===== src/rtl/dma_xfer_ctrl_if.sv =====
`default_nettype none
// ============================================================================
// Module   : dma_xfer_ctrl_if
// Brief    : Read/write request-grant memory port bundle for the DMA engine.
// Revision : 1.0 - initial release
// ============================================================================
interface dma_xfer_ctrl_if #(
    parameter int ADDR_WIDTH = 32,
    parameter int DATA_WIDTH = 32
) ();
    logic                  rd_req;
    logic [ADDR_WIDTH-1:0] rd_addr;
    logic                  rd_gnt;
    logic                  rd_rvalid;
    logic [DATA_WIDTH-1:0] rd_rdata;
    logic                  wr_req;
    logic [ADDR_WIDTH-1:0] wr_addr;
    logic [DATA_WIDTH-1:0] wr_data;
    logic                  wr_gnt;
    logic                  wr_ack;

    modport master (
        output rd_req, rd_addr,
        input  rd_gnt, rd_rvalid, rd_rdata,
        output wr_req, wr_addr, wr_data,
        input  wr_gnt, wr_ack
    );

    modport slave (
        input  rd_req, rd_addr,
        output rd_gnt, rd_rvalid, rd_rdata,
        input  wr_req, wr_addr, wr_data,
        output wr_gnt, wr_ack
    );
endinterface
`default_nettype wire


===== src/rtl/dma_xfer_ctrl.sv =====
`default_nettype none
// ============================================================================
// Module   : dma_xfer_ctrl
// Brief    : Word-at-a-time DMA copy engine with a software-visible status word.
//            Optional handshake watchdog enabled by DMA_XFER_TIMEOUT_EN.
// Revision : 1.0 - initial release
// ============================================================================
module dma_xfer_ctrl #(
    parameter int ADDR_WIDTH     = 32,
    parameter int DATA_WIDTH     = 32,
    parameter int TIMEOUT_CYCLES = 1024
) (
    input  wire logic                  clk_i,
    input  wire logic                  rst_ni,
    input  wire logic [DATA_WIDTH-1:0] config_i,
    input  wire logic [DATA_WIDTH-1:0] length_i,
    input  wire logic [ADDR_WIDTH-1:0] source_addr_i,
    input  wire logic [ADDR_WIDTH-1:0] dest_addr_i,
    output logic      [DATA_WIDTH-1:0] state_o,
    dma_xfer_ctrl_if.master            mem
);

    localparam int                    c_WB         = DATA_WIDTH / 8;
    localparam int                    c_ALIGN_BITS = $clog2(c_WB);
    localparam logic [ADDR_WIDTH-1:0] c_WB_ADDR    = ADDR_WIDTH'(c_WB);

    typedef enum logic [2:0] {
        S_IDLE    = 3'd0,
        S_RD_REQ  = 3'd1,
        S_RD_WAIT = 3'd2,
        S_WR_REQ  = 3'd3,
        S_WR_WAIT = 3'd4,
        S_DONE    = 3'd5
    } state_t;

    state_t                r_state;
    state_t                w_next_fsm;
    state_t                w_next;
    logic                  r_start_q;
    logic                  w_start_pulse;
    logic                  w_busy;
    logic                  w_misalign;
    logic                  w_latch;
    logic                  w_capture;
    logic                  w_advance;
    logic                  w_clear;
    logic                  w_set_align;
    logic [ADDR_WIDTH-1:0] r_src;
    logic [ADDR_WIDTH-1:0] r_dst;
    logic [DATA_WIDTH-1:0] r_data;
    logic [7:0]            r_cnt;
    logic                  r_err_align;
    logic                  w_err_timeout;
    logic [DATA_WIDTH-1:0] w_state_word;
    logic [DATA_WIDTH-1:0] r_state_word;
    logic                  w_unused_bits;

    assign w_start_pulse = config_i[0] & ~r_start_q;
    assign w_busy        = (r_state != S_IDLE) && (r_state != S_DONE);
    assign w_misalign    = (|source_addr_i[c_ALIGN_BITS-1:0]) |
                           (|dest_addr_i[c_ALIGN_BITS-1:0]);

    always_comb begin
        w_next_fsm  = r_state;
        w_latch     = 1'b0;
        w_capture   = 1'b0;
        w_advance   = 1'b0;
        w_clear     = 1'b0;
        w_set_align = 1'b0;
        case (r_state)
            S_IDLE: begin
                if (w_start_pulse) begin
                    w_latch = 1'b1;
                    if (w_misalign) begin
                        w_set_align = 1'b1;
                        w_next_fsm  = S_DONE;
                    end else if (length_i[7:0] == 8'd0) begin
                        w_next_fsm = S_DONE;
                    end else begin
                        w_next_fsm = S_RD_REQ;
                    end
                end
            end
            S_RD_REQ: begin
                if (mem.rd_gnt) w_next_fsm = S_RD_WAIT;
            end
            S_RD_WAIT: begin
                if (mem.rd_rvalid) begin
                    w_capture  = 1'b1;
                    w_next_fsm = S_WR_REQ;
                end
            end
            S_WR_REQ: begin
                if (mem.wr_gnt) w_next_fsm = S_WR_WAIT;
            end
            S_WR_WAIT: begin
                if (mem.wr_ack) begin
                    w_advance  = 1'b1;
                    w_next_fsm = (r_cnt == 8'd1) ? S_DONE : S_RD_REQ;
                end
            end
            S_DONE: begin
                // START is deliberately not looked at here, even alongside CLR_DONE
                if (config_i[1]) begin
                    w_clear    = 1'b1;
                    w_next_fsm = S_IDLE;
                end
            end
            default: w_next_fsm = S_IDLE;
        endcase
    end

`ifdef DMA_XFER_TIMEOUT_EN
    localparam int                  c_WDOG_W    = $clog2(TIMEOUT_CYCLES + 1);
    localparam logic [c_WDOG_W-1:0] c_WDOG_LAST = c_WDOG_W'(TIMEOUT_CYCLES - 1);

    logic [c_WDOG_W-1:0] r_wdog;
    logic                r_err_timeout;
    logic                w_wdog_fire;

    // Progress on a handshake wins over an expiry landing in the same cycle
    assign w_wdog_fire   = w_busy && (r_wdog == c_WDOG_LAST) && (w_next_fsm == r_state);
    assign w_next        = w_wdog_fire ? S_DONE : w_next_fsm;
    assign w_err_timeout = r_err_timeout;

    always_ff @(posedge clk_i or negedge rst_ni) begin
        if (!rst_ni) begin
            r_wdog        <= '0;
            r_err_timeout <= 1'b0;
        end else begin
            if (w_next != r_state) begin
                r_wdog <= '0;
            end else if (w_busy) begin
                r_wdog <= r_wdog + 1'b1;
            end
            if (w_clear) begin
                r_err_timeout <= 1'b0;
            end else if (w_wdog_fire) begin
                r_err_timeout <= 1'b1;
            end
        end
    end

    assign w_unused_bits = ^{config_i[DATA_WIDTH-1:2], length_i[DATA_WIDTH-1:8]};
`else
    assign w_next        = w_next_fsm;
    assign w_err_timeout = 1'b0;
    assign w_unused_bits = ^{config_i[DATA_WIDTH-1:2], length_i[DATA_WIDTH-1:8],
                             (TIMEOUT_CYCLES > 0)};
`endif

    always_ff @(posedge clk_i or negedge rst_ni) begin
        if (!rst_ni) begin
            r_state     <= S_IDLE;
            r_start_q   <= 1'b0;
            r_src       <= '0;
            r_dst       <= '0;
            r_data      <= '0;
            r_cnt       <= '0;
            r_err_align <= 1'b0;
        end else begin
            r_state   <= w_next;
            r_start_q <= config_i[0];
            if (w_latch) begin
                r_src <= source_addr_i;
                r_dst <= dest_addr_i;
                r_cnt <= w_misalign ? 8'd0 : length_i[7:0];
            end else if (w_advance) begin
                r_src <= r_src + c_WB_ADDR;
                r_dst <= r_dst + c_WB_ADDR;
                r_cnt <= r_cnt - 8'd1;
            end else if (w_clear) begin
                r_cnt <= '0;
            end
            if (w_capture) r_data <= mem.rd_rdata;
            if (w_clear) begin
                r_err_align <= 1'b0;
            end else if (w_set_align) begin
                r_err_align <= 1'b1;
            end
        end
    end

    always_comb begin
        w_state_word       = '0;
        w_state_word[0]    = w_busy;
        w_state_word[1]    = (r_state == S_DONE);
        w_state_word[2]    = r_err_align;
        w_state_word[3]    = w_err_timeout;
        w_state_word[15:8] = r_cnt;
    end

    always_ff @(posedge clk_i or negedge rst_ni) begin
        if (!rst_ni) begin
            r_state_word <= '0;
        end else begin
            r_state_word <= w_state_word;
        end
    end

    assign state_o     = r_state_word;
    assign mem.rd_req  = (r_state == S_RD_REQ);
    assign mem.rd_addr = r_src;
    assign mem.wr_req  = (r_state == S_WR_REQ);
    assign mem.wr_addr = r_dst;
    assign mem.wr_data = r_data;

endmodule
`default_nettype wire

===== src/flat_wrapper.sv =====
// flat-port wrapper written by rule: the top's interface ports become plain ports
module dma_xfer_ctrl_flat 
#(
    parameter int ADDR_WIDTH     = 32,
    parameter int DATA_WIDTH     = 32,
    parameter int TIMEOUT_CYCLES = 1024
)
  (clk_i, rst_ni, config_i, length_i, source_addr_i, dest_addr_i, state_o, mem_rd_req, mem_rd_addr, mem_rd_gnt, mem_rd_rvalid, mem_rd_rdata, mem_wr_req, mem_wr_addr, mem_wr_data, mem_wr_gnt, mem_wr_ack);
  dma_xfer_ctrl_if #(.ADDR_WIDTH(ADDR_WIDTH), .DATA_WIDTH(DATA_WIDTH)) mem_i ();
  input  wire logic clk_i;
  input  wire logic rst_ni;
  input  wire logic [DATA_WIDTH-1:0] config_i;
  input  wire logic [DATA_WIDTH-1:0] length_i;
  input  wire logic [ADDR_WIDTH-1:0] source_addr_i;
  input  wire logic [ADDR_WIDTH-1:0] dest_addr_i;
  output logic      [DATA_WIDTH-1:0] state_o;
  output wire logic [$bits(mem_i.rd_req)-1:0] mem_rd_req;
  output wire logic [$bits(mem_i.rd_addr)-1:0] mem_rd_addr;
  input wire logic [$bits(mem_i.rd_gnt)-1:0] mem_rd_gnt;
  input wire logic [$bits(mem_i.rd_rvalid)-1:0] mem_rd_rvalid;
  input wire logic [$bits(mem_i.rd_rdata)-1:0] mem_rd_rdata;
  output wire logic [$bits(mem_i.wr_req)-1:0] mem_wr_req;
  output wire logic [$bits(mem_i.wr_addr)-1:0] mem_wr_addr;
  output wire logic [$bits(mem_i.wr_data)-1:0] mem_wr_data;
  input wire logic [$bits(mem_i.wr_gnt)-1:0] mem_wr_gnt;
  input wire logic [$bits(mem_i.wr_ack)-1:0] mem_wr_ack;
  assign mem_rd_req = mem_i.rd_req;
  assign mem_rd_addr = mem_i.rd_addr;
  assign mem_i.rd_gnt = mem_rd_gnt;
  assign mem_i.rd_rvalid = mem_rd_rvalid;
  assign mem_i.rd_rdata = mem_rd_rdata;
  assign mem_wr_req = mem_i.wr_req;
  assign mem_wr_addr = mem_i.wr_addr;
  assign mem_wr_data = mem_i.wr_data;
  assign mem_i.wr_gnt = mem_wr_gnt;
  assign mem_i.wr_ack = mem_wr_ack;
  dma_xfer_ctrl #(.ADDR_WIDTH(ADDR_WIDTH), .DATA_WIDTH(DATA_WIDTH), .TIMEOUT_CYCLES(TIMEOUT_CYCLES)) u_core (.clk_i(clk_i), .rst_ni(rst_ni), .config_i(config_i), .length_i(length_i), .source_addr_i(source_addr_i), .dest_addr_i(dest_addr_i), .state_o(state_o), .mem(mem_i));
endmodule

===== config.mk =====
export PLATFORM = sky130hd
export DESIGN_NAME = dma_xfer_ctrl_flat
export DESIGN_NICKNAME = d
export VERILOG_FILES = /design/src/rtl/dma_xfer_ctrl_if.sv /design/src/rtl/dma_xfer_ctrl.sv /design/src/flat_wrapper.sv
export SDC_FILE = /design/constraint.sdc
export NUM_CORES = 1
export LEC_CHECK = 0
export CORE_MARGIN = 3
export CORE_UTILIZATION = 35
export DETAILED_ROUTE_END_ITERATION = 16
export PLACE_DENSITY = 0.7
export SLEW_MARGIN = 20
export SYNTH_ARGS = -nofsm -noshare
export SYNTH_HDL_FRONTEND = slang
export SYNTH_SLANG_ARGS = --single-unit

===== constraint.sdc =====
create_clock -name clk_i -period 6 [get_ports clk_i]
set_input_delay 1.2 -clock clk_i [delete_from_list [all_inputs] [get_ports clk_i]]
set_output_delay 1.2 -clock clk_i [all_outputs]
set_load 0.02 [all_outputs]

Yosys cells after proc, flatten, opt, wreduce, memory -nomap -nowiden
Cells that the tools add are included.
{"block": "totals", "in_bits": 166, "register_bits": 120, "out_inout_bits": 130, "wordCells": 68}
{"block": "op_classes", "add_sub_neg": 3, "bitwise": 3, "n_reduce_logical": 10, "eq_ne": 13, "muxes": 31}
{"op": "$mux W32", "n": 4}
{"op": "$add A32 B3 Y32 const B", "n": 2}
{"op": "$mux W8", "n": 4}
{"op": "$mux W3", "n": 9}
{"op": "$pmux W3 S6", "n": 1}
{"op": "$mux W1", "n": 13}
{"op": "$eq A8 B1 Y1 const B", "n": 1}
{"op": "$logic_not A8 Y1", "n": 1}
{"op": "$sub A8 B1 Y8 const B", "n": 1}
{"op": "$eq A3 B2 Y1 const B", "n": 2}
{"op": "$eq A3 B3 Y1 const B", "n": 2}
{"op": "$ne A2 B1 Y1 const B", "n": 3}
{"op": "$ne A2 B2 Y1 const B", "n": 3}
{"op": "$reduce_and A6 Y1", "n": 1}
{"op": "$reduce_bool A3 Y1", "n": 2}
{"op": "$reduce_bool A2 Y1", "n": 2}
{"op": "$reduce_or A2 Y1", "n": 2}
{"op": "$eq A3 B1 Y1 const B", "n": 1}
{"op": "$logic_not A3 Y1", "n": 1}
{"op": "$ne A3 B3 Y1 const B", "n": 1}
{"op": "$and A1 B1 Y1", "n": 1}
{"op": "$logic_and A1 B1 Y1", "n": 1}
{"op": "$not A1 Y1", "n": 1}
{"op": "$or A1 B1 Y1", "n": 1}

Logic depth before layout (Yosys ltp)
{"block": "logic_depth", "depth_word": 7, "ltp_mapped": 7, "depth_no_buf": 6}

Worst setup path after synthesis
No wires, ideal clock.
{"block": "synth_timing", "path_kind": "input port to flip-flop", "start": "input config_i[0]", "end": "register u_core.r_dst[14] (netlist: u_core.mem.wr_addr[14])", "setup_ps": 126, "slack_ps": 3343, "cell_stages": 7, "n_path_buf": 2, "arrival_ps": 2531, "required_time_ps": 5874, "cell_sequence": "or3b_1 > or2_1 > buf_2 > nand2_2 > buf_4 > o21ai_0 > a221o_1"}
{"block": "synth_between", "elab_chain_cells": 4, "word_cells_on_any_way": 5, "classes_between": "mux (3); bitwise (1); reduce/logical (1)"}
{"element": "from (decl)", "line_no": "flat_wrapper.sv:12", "rtl": "input wire logic [DATA_WIDTH-1:0] config_i;"}
{"element": "$and A1 B1 Y1 (*)", "line_no": "dma_xfer_ctrl.sv:58", "rtl": "assign w_start_pulse = config_i[0] & ~r_start_q;"}
{"element": "$mux W1 (*)", "line_no": "dma_xfer_ctrl.sv:72", "rtl": "if (w_start_pulse) begin"}
{"element": "$mux W1 (*)", "line_no": "dma_xfer_ctrl.sv:70", "rtl": "case (r_state)"}
{"element": "$mux W32 / $reduce_bool A2 Y1 (equally long branches)"}
{"element": "to (signal assigned)", "line_no": "dma_xfer_ctrl.sv:166", "rtl": "r_dst <= dest_addr_i;"}
{"element": "to (signal assigned)", "line_no": "dma_xfer_ctrl.sv:170", "rtl": "r_dst <= r_dst + c_WB_ADDR;"}
{"element": "to (decl)", "line_no": "dma_xfer_ctrl.sv:49", "rtl": "logic [ADDR_WIDTH-1:0] r_dst;"}
Every way passes the cells marked *; elsewhere a longest branch is shown, timed or not.
A chain may end at the register's enable or synchronous reset.

Final worst setup path
{"block": "layout_timing", "start": "register u_core.r_state[0]", "end": "output mem_rd_req"}
{"block": "layout_between", "elab_chain_cells": 1}
{"element": "from (decl)", "line_no": "dma_xfer_ctrl.sv:36", "rtl": "state_t r_state;"}
{"element": "from (signal assigned)", "line_no": "dma_xfer_ctrl.sv:162", "rtl": "r_state <= w_next;"}
{"element": "$eq A3 B1 Y1", "line_no": "dma_xfer_ctrl.sv:202", "rtl": "assign mem.rd_req = (r_state == S_RD_REQ);"}
{"element": "to (decl)", "line_no": "flat_wrapper.sv:17", "rtl": "output wire logic [$bits(mem_i.rd_req)-1:0] mem_rd_req;"}
Every way passes these cells.

==> summary.txt <==
Cells and area
  • Most frequent cells in the layout: 219 x clkdlybuf4s50_1, 120 x dfrtp_1, 98 x nand2_1
  • Fin area: ~9000 µm²
  • Layout cells sized above 1: about a tenth
  • Diodes inserted: 0
  • Fillers: 1,602
  • Layout area overhead: 48.7%
  • Final nets: just over 1,000
  • Most common cell after layout, fill and taps aside: clkdlybuf4s50_1

Power and ir drop
  • Sw Ratio: 38.1%
  • Internal cell power: a little under 3 mW
  • Clock power share: about a quarter
  • Leakage Power: approximately 3.7 nW
  • Reg power frac: between 30% and 40%
  • Peak VDD IR: about 0.24 mV
  • Combinational power share: 42.4%
  • P per Cell Area: around 520 nW/µm²
  • Sw power: 1.83 mW

Yosys
  • Ys flop type: dfrtp_1
  • Gate Count Post-Synth: about 640
  • Share of synthesized registers carrying an async set or reset: 100%
  • Yosys cell types: between 60 and 70
  • EDFF count, synth: 0
  • #FFs+latches synth: 120
  • Syn_area_per_cell: around 9.8 µm²
  • Cell area after synthesis: 6210 µm²
  • Yosys warnings: 0
  • Sequential-to-total area share from yosys stat: 48.4%

Timing
  • Final setup viols: 0
  • Min Tclk post-route: between 3 and 4 ns
  • Achievable frequency: between 0.2 and 0.3 GHz
  • Setup TNS: 0 ns
  • Final Cycle Share: 57.0%
  • RSZ-0062 raised after global routing: false
  • Final hold violations: 0
  • Final Skew: about 0.0074 ns
  • Tightest Pin Transition: roughly 0.95 ns
  • Max_slew headroom: 36.4%
  • Max-slew violations: 0

Worst setup path
  • Crit-path slowest cell: clkdlybuf4s50_1
  • Worst Path Max Fanout: 15
  • R2R Path End: u_core.mem.rd_addr[26]$_DFFE_PN0P_
  • Crit-path most repeated cell: nor2b_1
  • Crit. End Element: primary output
  • CP required: around 4.8 ns
  • CP Launch Type: flop
  • Crit-path max cell delay: ~0.67 ns
  • Crit path launch: u_core.r_state[0]$_DFFE_PN0P_
  • Worst Reg2Reg Path Length in Cells: 6
  • Critical path, cell by cell: nor2b_1 > nor2b_1 > clkdlybuf4s50_1
  • Crit path DAT: approximately 2.2 ns
  • R2r startpoint: u_core.r_state[2]$_DFFE_PN0P_
  • R2R setup slack: ~3.4 ns
  • Worst setup path class: reg -> out

CTS
  • CTS clock-pin slew for the worst setup and hold paths: 0.05 ns
  • Postcts setup bufs: 0
  • Clock Latency Late Sink: roughly 0.41 ns
  • Hold Buf Count CTS: 0
  • H-tree depth: 4
  • Clk sinks: between 100 and 150
  • Post-CTS resize count: 0
  • Inserted Clock Buffers: 17
  • Max clock buf depth: 2
  • CTS tree: built
  • Clk root buf: clkbuf_16

Placement
  • Gpl congestion: about 0.79
  • Dpl hpwl: approximately 14,000 µm
  • Placed cell areas: approximately 8600 µm²
  • IO buf count: 220

Die
  • Starting density of the core: between 30% and 40%
  • Die height: around 140 µm
  • Area of the core: 17,400 µm²
  • Die X: 139 µm
  • Io pins: 296
  • FP Rows: 48
  • Die area: 19,400 µm²

Drt
  • Routed WL: ~20,000 µm
  • Routed wire per std cell: roughly 18 µm
  • Pre-antenna DRT Iters: 5
  • DR iter-0 viols: 342
  • DRT antenna net count: 0
  • Remaining DRCs: 0
  • Detailed-route via count: between 5,000 and 6,000
  • Via density per instance: ~5.4

Worst hold path
  • HP Class: reg -> reg
  • Worst hold endpoint: u_core.state_o[2]$_DFF_PN0_
  • Startpoint of the worst hold path: u_core.r_err_align$_DFFE_PN0P_
  • Hold Crit Depth: 0

Run status
  • Status: complete, no violations

GRT
  • Vias in the first global route: 5,738
  • Initial antenna violation count: 0
  • Tot GR Track Use: 20.0%
  • Largest net degree at the start of global routing: between 70 and 80
  • Gr ovfl total: 0
  • Global-route wire length before repair: between 30,000 and 40,000 µm

Run
  • MaxCap Viol Count: 0
## synthesized netlist by cell type, drive strengths merged, types with 2 or more instances
cell,count,area (µm²)
a21o,3,22.5
a21oi,16,80.1
a221o,20,200
a22oi,9,67.6
a31oi,6,37.5
a32oi,3,26.3
and2,2,12.5
and3,10,62.6
and4,4,35.0
buf,36,229
clkbuf,20,75.1
dfrtp,120,3000
ha,4,50.1
inv,7,26.3
mux2,32,360
nand2,99,374
nand2b,4,25.0
nand3,51,265
nand4,20,140
nor2,30,113
nor2b,2,12.5
nor3,14,75.1
nor3b,4,30.0
nor4,13,124
o211ai,15,113
o21ai,33,165
o311ai,17,149
o31ai,2,15.0
or2,2,12.5
or3,8,55.1
or4,5,37.5
xnor2,2,17.5
xor2,3,26.3
## flip-flops by register name, indices dropped and copies added (netlist names)
register,count
u_core.r_cnt,8
u_core.r_state,3
u_core.mem.wr_data,32
u_core.mem.rd_addr,32
u_core.r_err_align,1
u_core.r_start_q,1
u_core.mem.wr_addr,32
u_core.state_o,11
## worst max-delay path: cells and delay by family, from the launching register on
kind	cells	cell delay (ns)
DFF	1	0.65
and+or+nand+nor	2	0.49
buffers and inverters	1	0.67
## cells by family (layout without fill, tap and decap cells)
kind of cell	count (synthesis)	in the layout	synth area share (%)
compound gates	135	135	15.6
xor+xnor	5	5	0.706
fa+ha+maj	4	4	0.806
buf+inv	63	267	5.32
flops	120	120	48.4
mux	33	33	5.97
other cells	1	21	0.0604
simple gates	274	274	23.1
## through the flow
step | instances | total power [mW] | hold WS [ns] | util, % | setup slack (ns)
after floorplan | 655 | 2.61 | 0.354 | - | 3.34
after global routing | 1084 | 5.10 | 0.424 | 53.2 | 2.42
after detailed placement | 1052 | 3.65 | 0.395 | 49.3 | 2.38
final | 1084 | 4.80 | 0.412 | 53.2 | 2.58
after CTS | 1084 | 4.84 | 0.408 | 53.2 | 2.54
after global placement | 1052 | 3.62 | 0.384 | 49.3 | 2.37
## worst max-delay path by stage
| stage | endpoint | slack (ns) | cells after the start |
|---|---|---|---|
| detailed placement | u_core.mem.rd_addr[26]$_DFFE_PN0P_ | 2.38 | 7 |
| floorplan | u_core.mem.wr_addr[14]$_DFFE_PN0P_ | 3.34 | 7 |
| global route | mem_rd_req | 2.42 | 3 |
| global placement | u_core.mem.rd_addr[27]$_DFFE_PN0P_ | 2.37 | 6 |
| finish | mem_rd_req | 2.58 | 3 |
| CTS | mem_rd_req | 2.54 | 3 |
## cell type report
cell class / instances / area, µm² / share of cell area [%]
Clock inverter: 13 / 225 / 2.44
Inverter: 7 / 26.3 / 0.285
Sequential cell: 120 / 3000 / 32.5
Tap cell: 225 / 282 / 3.05
Multi-Input combinational cell: 472 / 2990 / 32.4
Clock buffer: 19 / 443 / 4.80
Timing Repair Buffer: 228 / 2260 / 24.5
## layer usage
metal	up-vias	wire length [µm]	track usage [%]
met4	0	187	4.48
met5	-	0	0
met3	17	1610	6.31
met2	237	9060	31.5
li1	2762	-	-
met1	2820	8640	27.3
## power by group through the flow
stage	logic, mW	registers [mW]	clock network [mW]
after floorplan	0.704	1.91	0
after global placement	2.02	1.60	0
after detailed placement	2.04	1.61	0
after CTS	2.05	1.60	1.19
after global routing	2.19	1.68	1.23
final	2.03	1.61	1.16
Note: power is estimated with default switching activity, not from simulation.
